[src/rtl/msi_pkg.sv]
// msi_pkg: shared MSI bus message and transaction-state encodings
package msi_pkg;
  typedef enum logic [1:0] {MSG_NONE, MSG_BUSRD, MSG_BUSRDX, MSG_BUSUPGR} msg_e;
  typedef enum logic [2:0] {IDLE, ADDR, SNOOP, MEM, DONE} state_e;
endpackage

[src/rtl/rr_arbiter.sv]
// rr_arbiter: combinational round-robin pick, searching upward from last_i+1
module rr_arbiter #(
  parameter int N  = 4,
  parameter int IW = $clog2(N)
) (
  input  logic [N-1:0]  req_i,
  input  logic [IW-1:0] last_i,
  output logic [N-1:0]  gnt_o,
  output logic [IW-1:0] idx_o
);
  logic [IW-1:0] k;
  always_comb begin
    idx_o = '0;
    k = '0;
    for (int i = N; i >= 1; i--) begin
      k = IW'((int'(last_i) + i) % N);
      if (req_i[k]) idx_o = k;
    end
    gnt_o = (|req_i) ? (N'(1) << idx_o) : '0;
  end
endmodule

[src/rtl/snoop_bus_ctrl.sv]
// snoop_bus_ctrl: round-robin snoopy MSI bus arbiter and transaction sequencer
module snoop_bus_ctrl
  import msi_pkg::*;
#(
  parameter int NUM_PROCS    = 4,
  parameter int ADDR_SIZE    = 2,
  parameter int SNOOP_CYCLES = 1,
  parameter int MEM_TIMEOUT  = 15
) (
  input  logic                           clk_i,
  input  logic                           rst_i,
  input  logic [NUM_PROCS-1:0]           req_i,
  input  logic [2*NUM_PROCS-1:0]         msg_i,
  input  logic [ADDR_SIZE*NUM_PROCS-1:0] addr_i,
  input  logic [NUM_PROCS-1:0]           flush_i,
  input  logic                           mem_ack_i,
  output logic [NUM_PROCS-1:0]           gnt_o,
  output logic                           bus_valid_o,
  output logic [1:0]                     bus_msg_o,
  output logic [ADDR_SIZE-1:0]           bus_addr_o,
  output logic [$clog2(NUM_PROCS)-1:0]   bus_owner_o,
  output logic                           flush_o,
  output logic                           mem_req_o,
  output logic [NUM_PROCS-1:0]           done_o,
  output logic                           err_flush_o,
  output logic                           err_timeout_o
);
  localparam int OW = $clog2(NUM_PROCS);
  localparam int CW = $clog2((SNOOP_CYCLES > MEM_TIMEOUT ? SNOOP_CYCLES : MEM_TIMEOUT) + 1);
  state_e                state_q, state_d;
  msg_e                  msg_q, msg_d;
  logic [OW-1:0]         owner_q, owner_d, last_q, last_d, arb_idx;
  logic [ADDR_SIZE-1:0]  addr_q, addr_d;
  logic [NUM_PROCS-1:0]  fl_q, fl_d, arb_gnt, own_oh, masked;
  logic [CW-1:0]         cnt_q, cnt_d;
  logic                  err_fl_q, err_fl_d, err_to_q, err_to_d;
  rr_arbiter #(.N(NUM_PROCS)) u_arb (
    .req_i  (req_i),
    .last_i (last_q),
    .gnt_o  (arb_gnt),
    .idx_o  (arb_idx)
  );
  assign own_oh = NUM_PROCS'(1) << owner_q;
  assign masked = flush_i & ~own_oh;
  always_ff @(posedge clk_i) begin
    if (rst_i) begin
      state_q  <= IDLE;
      msg_q    <= MSG_NONE;
      owner_q  <= '0;
      last_q   <= OW'(NUM_PROCS - 1);
      addr_q   <= '0;
      fl_q     <= '0;
      cnt_q    <= '0;
      err_fl_q <= 1'b0;
      err_to_q <= 1'b0;
    end else begin
      state_q  <= state_d;
      msg_q    <= msg_d;
      owner_q  <= owner_d;
      last_q   <= last_d;
      addr_q   <= addr_d;
      fl_q     <= fl_d;
      cnt_q    <= cnt_d;
      err_fl_q <= err_fl_d;
      err_to_q <= err_to_d;
    end
  end
  always_comb begin
    state_d  = state_q;
    msg_d    = msg_q;
    owner_d  = owner_q;
    last_d   = last_q;
    addr_d   = addr_q;
    fl_d     = fl_q;
    cnt_d    = cnt_q;
    err_fl_d = err_fl_q;
    err_to_d = err_to_q;
    case (state_q)
      IDLE: if (|arb_gnt) begin
        owner_d = arb_idx;
        msg_d   = msg_e'(msg_i[2*arb_idx +: 2]);
        addr_d  = addr_i[ADDR_SIZE*arb_idx +: ADDR_SIZE];
        state_d = ADDR;
      end
      ADDR: begin
        cnt_d   = '0;
        state_d = msg_q == MSG_NONE ? DONE : SNOOP;
      end
      SNOOP: begin
        fl_d = fl_q | masked;
        // two or more non-owner flushers in one cycle is a protocol error
        if ((masked & (masked - NUM_PROCS'(1))) != '0) err_fl_d = 1'b1;
        if (cnt_q == CW'(SNOOP_CYCLES - 1)) begin
          cnt_d   = '0;
          state_d = (|fl_d) ? DONE : msg_q == MSG_BUSUPGR ? DONE : MEM;
        end else cnt_d = cnt_q + CW'(1);
      end
      MEM: begin
        if (mem_ack_i) state_d = DONE;
        else if (cnt_q == CW'(MEM_TIMEOUT - 1)) begin
          err_to_d = 1'b1;
          state_d  = DONE;
        end else cnt_d = cnt_q + CW'(1);
      end
      DONE: begin
        last_d  = owner_q;
        fl_d    = '0;
        cnt_d   = '0;
        state_d = IDLE;
      end
      default: state_d = IDLE;
    endcase
  end
  always_comb begin
    gnt_o         = state_q == ADDR ? own_oh : '0;
    bus_valid_o   = state_q == ADDR;
    bus_msg_o     = bus_valid_o ? msg_q : MSG_NONE;
    bus_addr_o    = bus_valid_o ? addr_q : '0;
    bus_owner_o   = owner_q;
    flush_o       = state_q == DONE && |fl_q;
    mem_req_o     = state_q == MEM;
    done_o        = state_q == DONE ? own_oh : '0;
    err_flush_o   = err_fl_q;
    err_timeout_o = err_to_q;
  end
endmodule

[config.mk]
export PLATFORM = sky130hd
export DESIGN_NAME = snoop_bus_ctrl
export DESIGN_NICKNAME = d
export VERILOG_FILES = /design/src/rtl/msi_pkg.sv /design/src/rtl/rr_arbiter.sv /design/src/rtl/snoop_bus_ctrl.sv
export SDC_FILE = /design/constraint.sdc
export NUM_CORES = 1
export LEC_CHECK = 0
export ABC_CLOCK_PERIOD_IN_PS = 5700
export CAP_MARGIN = 20
export CORE_AREA = 2 2 79 73
export CTS_BUF_LIST = sky130_fd_sc_hd__clkbuf_8
export DETAILED_ROUTE_END_ITERATION = 12
export DIE_AREA = 0 0 81 75
export GPL_TIMING_DRIVEN = 1
export HOLD_SLACK_MARGIN = 0.15
export MAX_ROUTING_LAYER = met4
export PLACE_DENSITY = 0.53
export RECOVER_POWER = 100
export SYNTH_ARGS = -nofsm -noshare
export SYNTH_HDL_FRONTEND = slang
export SYNTH_HIERARCHICAL = 1
export SYNTH_SLANG_ARGS = --single-unit
[constraint.sdc]
create_clock -name clk_i -period 5.7 [get_ports clk_i]
set_clock_uncertainty 0.05 [all_clocks]
set_input_delay 1.14 -clock clk_i [delete_from_list [all_inputs] [get_ports clk_i]]
set_output_delay 1.14 -clock clk_i [all_outputs]
set_load 0.02 [all_outputs]
### After elaboration in Yosys (flattened, before gate mapping)

Index checks and enable logic that the tools add are counted.

| word-level totals | value |
|---|---|
| bits in read-only memories | 0 |
| memories | 0 |
| register bits | 21 |
| RAM bits | 0 |
| output and inout port bits | 19 |
| input bits | 27 |
| latch bits | 0 |

| operators by class | value |
|---|---|
| shifts and indexed selects | 4 |
| $lt $le $gt $ge | 4 |
| multiply operators | 0 |
| equality and inequality tests | 11 |
| add/sub/neg operators | 6 |
| div/mod/pow operators | 0 |
| bitwise gates (word level) | 5 |
| reductions and logical operators | 17 |
| multiplexer cells | 30 |

Operator list:

| kind | count |
|---|---|
| two-way mux 4 bit | 6 |
| two-way mux 3 bit | 7 |
| OR reduction 4 bit | 4 |
| indexed part select 8 x 4 -> 2 bit | 2 |
| less-than comparator 2 x 3 -> 1 bit (second input constant) | 4 |
| two-way mux 2 bit | 6 |
| one-hot mux 3 bit (4 select lines) | 1 |
| one-hot mux 4 bit (3 select lines) | 1 |
| AND reduction 3 bit | 3 |
| AND 4 bit | 2 |
| binary-select mux 1 bit (select 2 bit) | 4 |
| inequality test 2 bit (second input constant) | 4 |
| one-hot mux 4 bit (2 select lines) | 1 |
| << shifter 1 x 2 -> 4 bit (first input constant) | 2 |
| equality test 3 x 2 -> 1 bit (second input constant) | 2 |
| adder 2 x 1 -> 2 bit (second input constant) | 2 |
| adder 2 bit (second input constant) | 2 |
| adder 4 x 1 -> 4 bit (second input constant) | 1 |
| equality test 4 bit (second input constant) | 1 |
| zero test 4 bit | 1 |
| two-way mux 1 bit | 4 |
| inverter 4 bit | 1 |
| OR 4 bit | 1 |
| AND reduction 2 bit | 2 |
| other kinds (13) | 13 |

### Longest topological paths before layout

Gate-level depths: netlist (run 1).

| depth | value |
|---|---|
| depth in word-level cells | 12 |
| mapped depth | 8 |
| mapped depth without buffers | 7 |

### Modules after synthesis

The synthesis (run 1) kept the hierarchy.

By module, submodules not included:

| module | cells each | times used | sequential area each (µm²) | area each (µm²) |
|---|---|---|---|---|
| snoop_bus_ctrl | 157 | 1 | 420.4 | 1296.2 |
| rr_arbiter | 33 | 1 | 0.0 | 230.2 |

### Worst setup path after synthesis (run 1)

OpenSTA, ideal clock, no wires.

| timing | value |
|---|---|
| path type | input to register |
| start | input req_i[3] |
| end | register addr_q[0] |
| data required time | 5.521 ns |
| stages | 8 |
| buffers on the path | 2 |
| arrival time | 2.583 ns |
| setup slack | 2.939 ns |
| library setup time | 0.129 ns |
| cells stage by stage | buf_6 > nor2b_1 > a21oi_1 > o221ai_1 > clkbuf_1 > mux4_2 > mux2i_1 > nor2_1 |

| between the ends | value |
|---|---|
| word-level cells in the longest chain between the ends | 10 |
| elaborated cells on any way between the ends | 18 |
| those cells by class | shift: 2; mux: 13; reduce/logical: 3 |

RTL lines:

| item | RTL line | source |
|---|---|---|
| from (decl) | snoop_bus_ctrl.sv:12 | `input logic [NUM_PROCS-1:0] req_i,` |
| binary-select mux 1 bit (select 2 bit) | rr_arbiter.sv:17 | `if (req_i[k]) idx_o = k;` |
| two-way mux 1 bit (not written as such) | rr_arbiter.sv:17 |  |
| two-way mux 2 bit (3 in series) | rr_arbiter.sv:17 |  |
| two-way mux 2 bit * | rr_arbiter.sv:17 |  |
| via arb_idx[0] | snoop_bus_ctrl.sv:32 | `logic [OW-1:0] owner_q, owner_d, last_q, last_d, arb_idx;` |
| << shifter 1 x 2 -> 4 bit | rr_arbiter.sv:19 | `gnt_o = (\|req_i) ? (N'(1) << idx_o) : '0;` |
| two-way mux 4 bit | rr_arbiter.sv:19 |  |
| OR reduction 4 bit | snoop_bus_ctrl.sv:79 | `IDLE: if (\|arb_gnt) begin` |
| AND reduction 2 bit (no source line) | n/a |  |
| to (signal assigned) | snoop_bus_ctrl.sv:61 | `addr_q <= addr_d;` |
| to (decl) | snoop_bus_ctrl.sv:33 | `logic [ADDR_SIZE-1:0] addr_q, addr_d;` |

The timed path passes the listed nets; every way through them passes the cells marked *. The select of a mux whose other input is x is not followed.
A chain may end at the register's enable or synchronous reset.

### Worst setup path after layout (run 1)

| timing | value |
|---|---|
| start | input req_i[3] |
| end | register msg_q[1] |

| between the ends | value |
|---|---|
| word-level cells in the longest chain between the ends | 10 |
| elaborated cells on any way between the ends | 18 |
| those cells by class | shift: 2; mux: 13; reduce/logical: 3 |

RTL lines:

| item | RTL line | source |
|---|---|---|
| binary-select mux 1 bit (select 2 bit) | rr_arbiter.sv:17 |  |
| two-way mux 1 bit (not written as such) | rr_arbiter.sv:17 |  |
| two-way mux 2 bit (3 in series) | rr_arbiter.sv:17 |  |
| two-way mux 2 bit * | rr_arbiter.sv:17 |  |
| via arb_idx[0] | snoop_bus_ctrl.sv:32 |  |
| << shifter 1 x 2 -> 4 bit | rr_arbiter.sv:19 |  |
| two-way mux 4 bit | rr_arbiter.sv:19 |  |
| OR reduction 4 bit | snoop_bus_ctrl.sv:79 |  |
| AND reduction 2 bit (no source line) | n/a |  |
| to (signal assigned) | snoop_bus_ctrl.sv:58 | `msg_q <= msg_d;` |
| to (decl) | snoop_bus_ctrl.sv:31 | `msg_e msg_q, msg_d;` |

Marks and branches as above.

==> results of run 1 <==
==> per-stage QoR <==
stage / hold WS, ps / setup WS, ps
floorplan: 380 / 2940
global placement: 426 / 1950
detailed placement: 417 / 1950
CTS: 439 / 2230
global route: 482 / 1940
finish: 430 / 2210
==> cell usage after synthesis, types with 4 or more instances <==
library cell	number	area, um2
clkbuf_1	5	18.8
mux4_2	4	90.1
mux2i_1	8	80.1
o21ai_1	7	35.0
inv_2	5	18.8
nand3_1	4	20.0
buf_2	5	25.0
and2_1	5	31.3
inv_1	6	22.5
a21oi_1	10	50.1
nor2_1	29	109
nand2b_1	6	37.5
a31oi_1	4	25.0
nand2_1	8	30.0
dfxtp_1	21	420
nor3_1	10	50.1
==> cell type report <==
class                      count  area [um2]
fill                         570        3180
multi-input combinational    145         973
timing repair buffer          45         450
sequential                    21         420
tap                           67        83.8
clock buffer                   3        41.3
inverter                      11        41.3
clock inverter                 1        3.75
==> power groups by stage <==
stage / sequential (mW) / clock [mW] / combinational (mW)
2_1_floorplan: 0.201 / 0 / 0.291
3_3_place_gp: 0.233 / 0 / 0.362
3_5_place_dp: 0.232 / 0 / 0.361
4_1_cts: 0.228 / 0.104 / 0.364
5_1_grt: 0.236 / 0.110 / 0.381
6_report: 0.228 / 0.0981 / 0.340
==> path summary, 6_finish.rpt <==
kind                                 to  cells after the start
max               msg_q[1]$_SDFFE_PP0P_                      7
min          err_timeout_o$_SDFFE_PP0P_                      2
max reg2reg       msg_q[1]$_SDFFE_PP0P_                      6
min reg2reg  err_timeout_o$_SDFFE_PP0P_                      2
==> flip-flops by register name, indices dropped and copies added, names as in the netlist <==
name / count
err_timeout_o: 1
state_q: 3
err_flush_o: 1
msg_q: 2
bus_owner_o: 2
fl_q: 4
last_q: 2
addr_q: 2
cnt_q: 4
==> per-layer routing <==
metal,track usage,part of all wire
met2,0.208,0.44
met1,0.191,0.50
met4,0.0207,0.0064
met5,-,0
met3,0.0324,0.054
==> critical path: stages <==
cell and delay, ps:
dlygate4sd3_1 740, nor2b_1 220, a21oi_1 60, o221ai_1 610, mux4_2 590, mux2i_1 150
nor2_1 50
==> layout by cell type, fill, tap and decap left out, types with 6 or more instances in the layout <==
cell / instances
a21oi_1: 10
clkdlybuf4s50_1: 24
dfxtp_1: 21
dlygate4sd3_1: 21
inv_1: 8
mux2i_1: 8
nand2_1: 8
nand2b_1: 6
nor2_1: 30
nor3_1: 10
o21ai_1: 7
==> cell families after synthesis <==
| family | share of synthesized area |
|---|---|
| compound gates | 0.221 |
| xor+xnor | 0.0172 |
| fa+ha+maj | 0.0246 |
| buf+inv | 0.0779 |
| flops | 0.275 |
| simple gates | 0.272 |
| mux | 0.111 |
==> impl_metrics.env, run 1 <==
export IMPL_drive_gt1_frac=0.0885
export IMPL_p_comb_frac=0.510
export IMPL_antenna_found_initial=0
export IMPL_grt_overflow=0
export IMPL_worstPathRequired_ps=5770
export IMPL_grt_pass1_vias=1339
export IMPL_finish_net_count=257
export IMPL_antenna_cells=0
export IMPL_synthCells=190
export IMPL_die_x_um=81
export IMPL_setup_tns_ps=0
export IMPL_intPower_mw=0.388
export IMPL_cts_hold_buf=0
export IMPL_report_final_slew_viol_count=0
export IMPL_outcome="finished, final reports clean"
export IMPL_ant_nets=0
export IMPL_synth_avg_cell_area_um2=8.03
export IMPL_final_area_mm2=0.00201
export IMPL_max_cap_viol_count=0
export IMPL_grt_max_degree=19
export IMPL_r2r_start="last_q[1]$_SDFFE_PP1P_"
export IMPL_crit_type="primary input to flip-flop"
export IMPL_synth_cell_types=52
export IMPL_num_rows=25
export IMPL_final_util=0.388
export IMPL_dpl_cell_area_mm2=0.00198
export IMPL_slew_headroom=0.504
export IMPL_synth_edf_count=0
export IMPL_dp_cells=289
export IMPL_cts_resized=0
export IMPL_cp_max_fo=10
export IMPL_syn_num_nets=220
export IMPL_rsz0062_at_grt="no"
export IMPL_max_freq_ghz=0.287
export IMPL_fin_crit_sh=0.612
export IMPL_worstMarginPinSlew_ps=743
export IMPL_ys_warn_count=6
export IMPL_p_total_mw=0.666
export IMPL_hold_class="flip-flop to flip-flop"
export IMPL_cts_made_buffers=3
export IMPL_drtPass1Iterations=4
export IMPL_die_y_um=75
export IMPL_vias=1465
export IMPL_period_needed_ps=3490
export IMPL_start_kind="primary input"
export IMPL_grtUsageTotal=0.138
export IMPL_p_sw_mw=0.278
export IMPL_powerDensity_mw_per_mm2=331
export IMPL_fin_cells=293
export IMPL_syn_cell_area_mm2=0.00153
export IMPL_reg2reg_slack_ps=3280
export IMPL_clockPowerShare=0.147
export IMPL_p_sw_frac=0.418
export IMPL_startpoint="req_i[3]"
export IMPL_portBuffers=45
export IMPL_coreArea_mm2=0.00519
export IMPL_synthToLayoutAreaGrowth_pct=32.0
export IMPL_vias_per_cell=5.00
export IMPL_dp_hpwl_um=2750
export IMPL_cts_sinks=21
export IMPL_insertion_delay_ps=260
export IMPL_cts_setup_buffers=0
export IMPL_synthFlopType="dfxtp_1"
export IMPL_vdd_drop_max_uv=167
export IMPL_cp_arrival_ps=3560
export IMPL_ioPinCount=46
export IMPL_hp_start="err_timeout_o$_SDFFE_PP0P_"
export IMPL_cp_end_kind="flip-flop"
export IMPL_cts_tree="yes"
export IMPL_cts_htree_levels=1
export IMPL_async_flop_share=0
export IMPL_postRouteWirelength_um=3730
export IMPL_power_leakage_nw=0.786
export IMPL_start_util=0.294
export IMPL_grt_pass1_wl_um=6410
export IMPL_drtIter0Drc=134
export IMPL_clkTransAtPathRegs_ps=70
export IMPL_power_frac_seq=0.343
export IMPL_wire_per_inst_um=12.7
export IMPL_setup_viol_count_final=0
export IMPL_drc=0
export IMPL_clk_path_buf_depth=2
export IMPL_dieArea_mm2=0.00608
export IMPL_ys_seq_area_frac=0.275
export IMPL_synth_seq_cells=21
export IMPL_gp_congestion=0.813
export IMPL_clockRootBuffer="clkbuf_8"
export IMPL_final_hold_violation_count=0
(Power assumes the default switching activity.)
==> run 2, diff against run 1 <==
Settings changed: ABC_CLOCK_PERIOD_IN_PS 5700 to 2950, PLACE_DENSITY 0.53 to 0.55.
Clock period 5.7 ns to 2.95 ns, I/O delays scaled along.
==> run 2 against run 1 <==
Effect of this change:
- register-to-register slack got worse by 2600 ps
- core utilization up 0.46 points
- sequential share of layout area fell by 0.24 points
- clock power rose by 100%
- sequential power increased by 92%
- via count is 1.8% higher
- total power rose by 96%
- cell area rose by 1.2%
- first-iteration DRC count fell by 46%
- die area is the same
- worst setup slack lost 2000 ps
- clock-buffer cell count is the same
- largest power group unchanged
==> impl_metrics.env, run 2 (synthesis gave the netlist of run 1 again) <==
export IMPL_grtUsageTotal=0.139
export IMPL_p_sw_frac=0.416
export IMPL_final_common_cell="nor2_1"
export IMPL_coreArea_mm2=0.00519
export IMPL_insertion_delay_ps=260
export IMPL_p_comb_frac=0.515
export IMPL_powerDensity_mw_per_mm2=640
export IMPL_postRouteWirelength_um=3790
export IMPL_period_needed_ps=2760
export IMPL_intPower_mw=0.762
export IMPL_crit_type="flip-flop to output port"
export IMPL_cts_setup_buffers=0
export IMPL_vias_per_cell=5.02
export IMPL_dp_hpwl_um=2820
export IMPL_worstMarginPinSlew_ps=1030
export IMPL_drive_gt1_frac=0.100
export IMPL_cp_arrival_ps=2120
export IMPL_crit_buf_inv=1
export IMPL_drtPass1Iterations=4
export IMPL_p_sw_mw=0.543
export IMPL_drc=0
export IMPL_die_y_um=75
export IMPL_ant_nets=0
export IMPL_cts_hold_buf=0
export IMPL_cp_max_fo=13
export IMPL_ioPinCount=46
export IMPL_grt_pass1_wl_um=6530
export IMPL_num_rows=25
export IMPL_final_util=0.393
export IMPL_cp_top_family="simple AND/OR/NAND/NOR gates"
export IMPL_reg2reg_depth=8
export IMPL_mostFrequentLayoutCells="nor2_1 (30), clkdlybuf4s50_1 (27), dfxtp_1 (21), dlygate4sd3_1 (18)"
export IMPL_path_cells="or3_1, nor3_1, dlygate4sd3_1"
export IMPL_cts_tree="yes"
export IMPL_die_x_um=81
export IMPL_cp_depth=3
export IMPL_clockPowerShare=0.151
export IMPL_hold_class="flip-flop to flip-flop"
export IMPL_grt_overflow=0
export IMPL_dpl_cell_area_mm2=0.00201
export IMPL_report_final_slew_viol_count=0
export IMPL_cts_htree_levels=1
export IMPL_worstPathRequired_ps=2310
export IMPL_grt_pass1_vias=1353
export IMPL_gp_congestion=0.750
export IMPL_vias=1491
export IMPL_outcome="finished, final reports clean"
export IMPL_multi_input_area_um2=970
export IMPL_max_cap_viol_count=0
export IMPL_crit_slowest_cell="dlygate4sd3_1"
export IMPL_wire_per_inst_um=12.8
export IMPL_antenna_found_initial=0
export IMPL_start_kind="flip-flop"
export IMPL_cts_resized=0
export IMPL_cts_made_buffers=3
export IMPL_setup_viol_count_final=0
export IMPL_regArea_um2=420
export IMPL_vdd_drop_max_uv=333
export IMPL_n_fill_cell=561
export IMPL_portBuffers=45
export IMPL_antenna_cells=0
export IMPL_fin_crit_sh=0.934
export IMPL_min_path_cells=2
export IMPL_largestRegisters="cnt_q (4), fl_q (4), state_q (3)"
export IMPL_final_hold_violation_count=0
export IMPL_cts_sinks=21
export IMPL_clk_path_buf_depth=2
export IMPL_final_area_mm2=0.00204
export IMPL_max_freq_ghz=0.363
export IMPL_cp_end_kind="output port"
export IMPL_dieArea_mm2=0.00608
export IMPL_rsz0062_at_grt="no"
export IMPL_fin_ws_ps=195
export IMPL_slew_headroom=0.314
export IMPL_synthToLayoutAreaGrowth_pct=33.5
export IMPL_power_leakage_nw=0.787
export IMPL_setup_tns_ps=0
export IMPL_grt_max_degree=15
export IMPL_start_util=0.294
export IMPL_pre_cts_ws_ps=146
export IMPL_finish_net_count=261
export IMPL_power_frac_seq=0.335
export IMPL_slowest_delay_ps=690
export IMPL_clockRootBuffer="clkbuf_8"
export IMPL_clkTransAtPathRegs_ps=90
export IMPL_drtIter0Drc=72
==> run 2: tightest hold or removal path: stages (launching register included) <==
cell     delay, ps
dfxtp_1        330
a21oi_1         40
nor2_1          70
==> run 2: worst paths after layout <==
kind	startpoint	slack, ps	endpoint
hold reg to reg	err_timeout_o$_SDFFE_PP0P_	420	err_timeout_o$_SDFFE_PP0P_
setup reg to reg	last_q[1]$_SDFFE_PP1P_	710	addr_q[0]$_SDFFE_PP0P_
hold / removal	err_timeout_o$_SDFFE_PP0P_	420	err_timeout_o$_SDFFE_PP0P_
setup / recovery	state_q[1]$_SDFFE_PP0P_	190	done_o[0]
==> run 2: layout make-up <==
| type | instances | area share |
|---|---|---|
| multi-input cells | 145 | 0.476 |
| repair buffers | 49 | 0.234 |
| flip-flops and latches | 21 | 0.206 |
| well taps | 67 | 0.0411 |
| clock buffers | 3 | 0.0203 |
| inverters | 11 | 0.0203 |
| clock inverters | 1 | 0.00246 |
==> run 2: per-layer routing <==
| layer | global-route usage | up-vias | routed length [um] |
|---|---|---|---|
| met5 | - | - | 0 |
| met4 | 0.0226 | 0 | 19 |
| met3 | 0.0336 | 2 | 204 |
| met2 | 0.202 | 41 | 1640 |
| met1 | 0.200 | 692 | 1930 |
| li1 | - | 756 | - |
==> run 2: power by group through the flow <==
stage | sequential [mW] | combinational (mW) | clock, mW
5_1_grt | 0.453 | 0.751 | 0.217
3_3_place_gp | 0.447 | 0.711 | 0
4_1_cts | 0.438 | 0.717 | 0.204
3_5_place_dp | 0.444 | 0.713 | 0
2_1_floorplan | 0.388 | 0.562 | 0
6_report | 0.437 | 0.671 | 0.197
==> run 2: metrics by stage <==
stage | power (mW) | cells | hold slack, ps
global route | 1.42 | 297 | 477
global placement | 1.16 | 293 | 418
floorplan | 0.950 | 190 | 380
CTS | 1.36 | 297 | 440
finish | 1.30 | 297 | 422
detailed placement | 1.16 | 293 | 413
==> run 3, diff against run 2 <==
Settings changed: RECOVER_POWER 100 to 50.
==> run 3 against run 2 <==
Effect of this change:
- total power increased by 1.3%
- clock power hardly changed
- first-iteration DRC count increased by 15%
- register-to-register slack improved by 30 ps
- largest cell class unchanged
- maximum frequency increased by 1.6%
- worst setup slack better by 44 ps
- critical path type unchanged
==> impl_metrics.env, run 3 (synthesis gave the netlist of run 1 again) <==
export IMPL_worst_hold_slack_ps=423
export IMPL_worstPathRequired_ps=2310
export IMPL_powerDensity_mw_per_mm2=648
export IMPL_outcome="finished, final reports clean"
export IMPL_start_util=0.294
export IMPL_drtPass1Iterations=4
export IMPL_portBuffers=45
export IMPL_hold_class="flip-flop to flip-flop"
export IMPL_cts_hold_buf=0
export IMPL_ioPinCount=46
export IMPL_wire_per_inst_um=12.7
export IMPL_start_kind="flip-flop"
export IMPL_grt_pass1_wl_um=6530
export IMPL_power_leakage_nw=0.754
export IMPL_final_util=0.393
export IMPL_grt_pass1_vias=1353
export IMPL_cts_tree="yes"
export IMPL_report_final_slew_viol_count=0
export IMPL_final_common_cell="clkdlybuf4s50_1"
export IMPL_grt_max_degree=15
export IMPL_rsz0062_at_grt="no"
export IMPL_die_x_um=81
export IMPL_setup_tns_ps=0
export IMPL_p_total_mw=1.32
export IMPL_dp_hpwl_um=2820
export IMPL_cts_htree_levels=1
export IMPL_max_cap_viol_count=0
export IMPL_clkTransAtPathRegs_ps=90
export IMPL_cts_made_buffers=3
export IMPL_antenna_cells=0
export IMPL_clk_path_buf_depth=2
export IMPL_setup_viol_count_final=0
export IMPL_drtIter0Drc=83
export IMPL_finish_net_count=261
export IMPL_cp_end_kind="output port"
export IMPL_gp_congestion=0.750
export IMPL_fin_crit_sh=0.919
export IMPL_vias_per_cell=4.98
export IMPL_crit_type="flip-flop to output port"
export IMPL_ant_nets=0
export IMPL_die_y_um=75
export IMPL_cts_sinks=21
export IMPL_vias=1479
export IMPL_dieArea_mm2=0.00608
export IMPL_insertion_delay_ps=270
export IMPL_cp_arrival_ps=2070
export IMPL_slew_headroom=0.317
export IMPL_synthToLayoutAreaGrowth_pct=33.7
export IMPL_max_freq_ghz=0.369
export IMPL_num_rows=25
export IMPL_cp_max_fo=13
export IMPL_period_needed_ps=2710
export IMPL_final_hold_violation_count=0
export IMPL_drive_gt1_frac=0.109
export IMPL_mostFrequentLayoutCells="clkdlybuf4s50_1 (37), nor2_1 (29), dfxtp_1 (21), nor3_1 (10), a21oi_1 (10)"
export IMPL_antenna_found_initial=0
export IMPL_vdd_drop_max_uv=337
export IMPL_grt_overflow=0
export IMPL_cts_setup_buffers=0
export IMPL_clockRootBuffer="clkbuf_8"
export IMPL_cts_resized=0
export IMPL_postRouteWirelength_um=3760
export IMPL_coreArea_mm2=0.00519
export IMPL_largestRegisters="cnt_q (4), fl_q (4), state_q (3)"
export IMPL_grtUsageTotal=0.139
export IMPL_worstMarginPinSlew_ps=1020
export IMPL_drc=0
[run 3: cell types whose count changed in the layout (fill, tap and decap cells not counted), moves of 2 or more]
cell             before  now
clkdlybuf4s50_1      27   37
and2_0                2    0
dlygate4sd3_1        18    8
and2_1                3    5
[run 3: cell type report]
class                   count  area (um2)
clock buffers               3        41.3
well taps                  67        83.8
repair buffers             49         477
flip-flops and latches     21         420
inverters                  11        41.3
multi-input cells         145         972
fillers                   560        3150
clock inverters             1        5.00
[run 3: final timing paths]
path	from	to	slack, ps	cells after the start
worst min register to register	err_timeout_o$_SDFFE_PP0P_	err_timeout_o$_SDFFE_PP0P_	420	2
worst min-delay path	err_timeout_o$_SDFFE_PP0P_	err_timeout_o$_SDFFE_PP0P_	420	2
worst max register to register	state_q[1]$_SDFFE_PP0P_	state_q[1]$_SDFFE_PP0P_	740	5
worst max-delay path	state_q[1]$_SDFFE_PP0P_	done_o[0]	240	3
[run 3: metal layers]
metal  share of wire  track usage  vias to the layer above
met3           0.052       0.0336                        2
met2            0.43        0.202                       44
met1            0.52        0.200                      676
li1                -            -                      757
met5               0            -                        -
met4          0.0051       0.0226                        0
[run 3: metrics by stage]
step	instances	cell area, um2	setup WS, ps
after floorplan	190	1530	739
after global placement	293	2010	154
after detailed placement	293	2010	146
after CTS	297	2060	228
after global routing	297	2040	132
final	297	2040	239
[run 3: where the power goes]
part	internal, mW	switching [mW]	total [mW]
clock	0.0943	0.104	0.198
sequential	0.342	0.0955	0.437
combinational	0.336	0.350	0.687
[run 3: critical path, stage by stage (launching register included)]
cell,delay [ps]
dfxtp_1,440
or3_1,560
nor3_1,180
clkdlybuf4s50_1,630
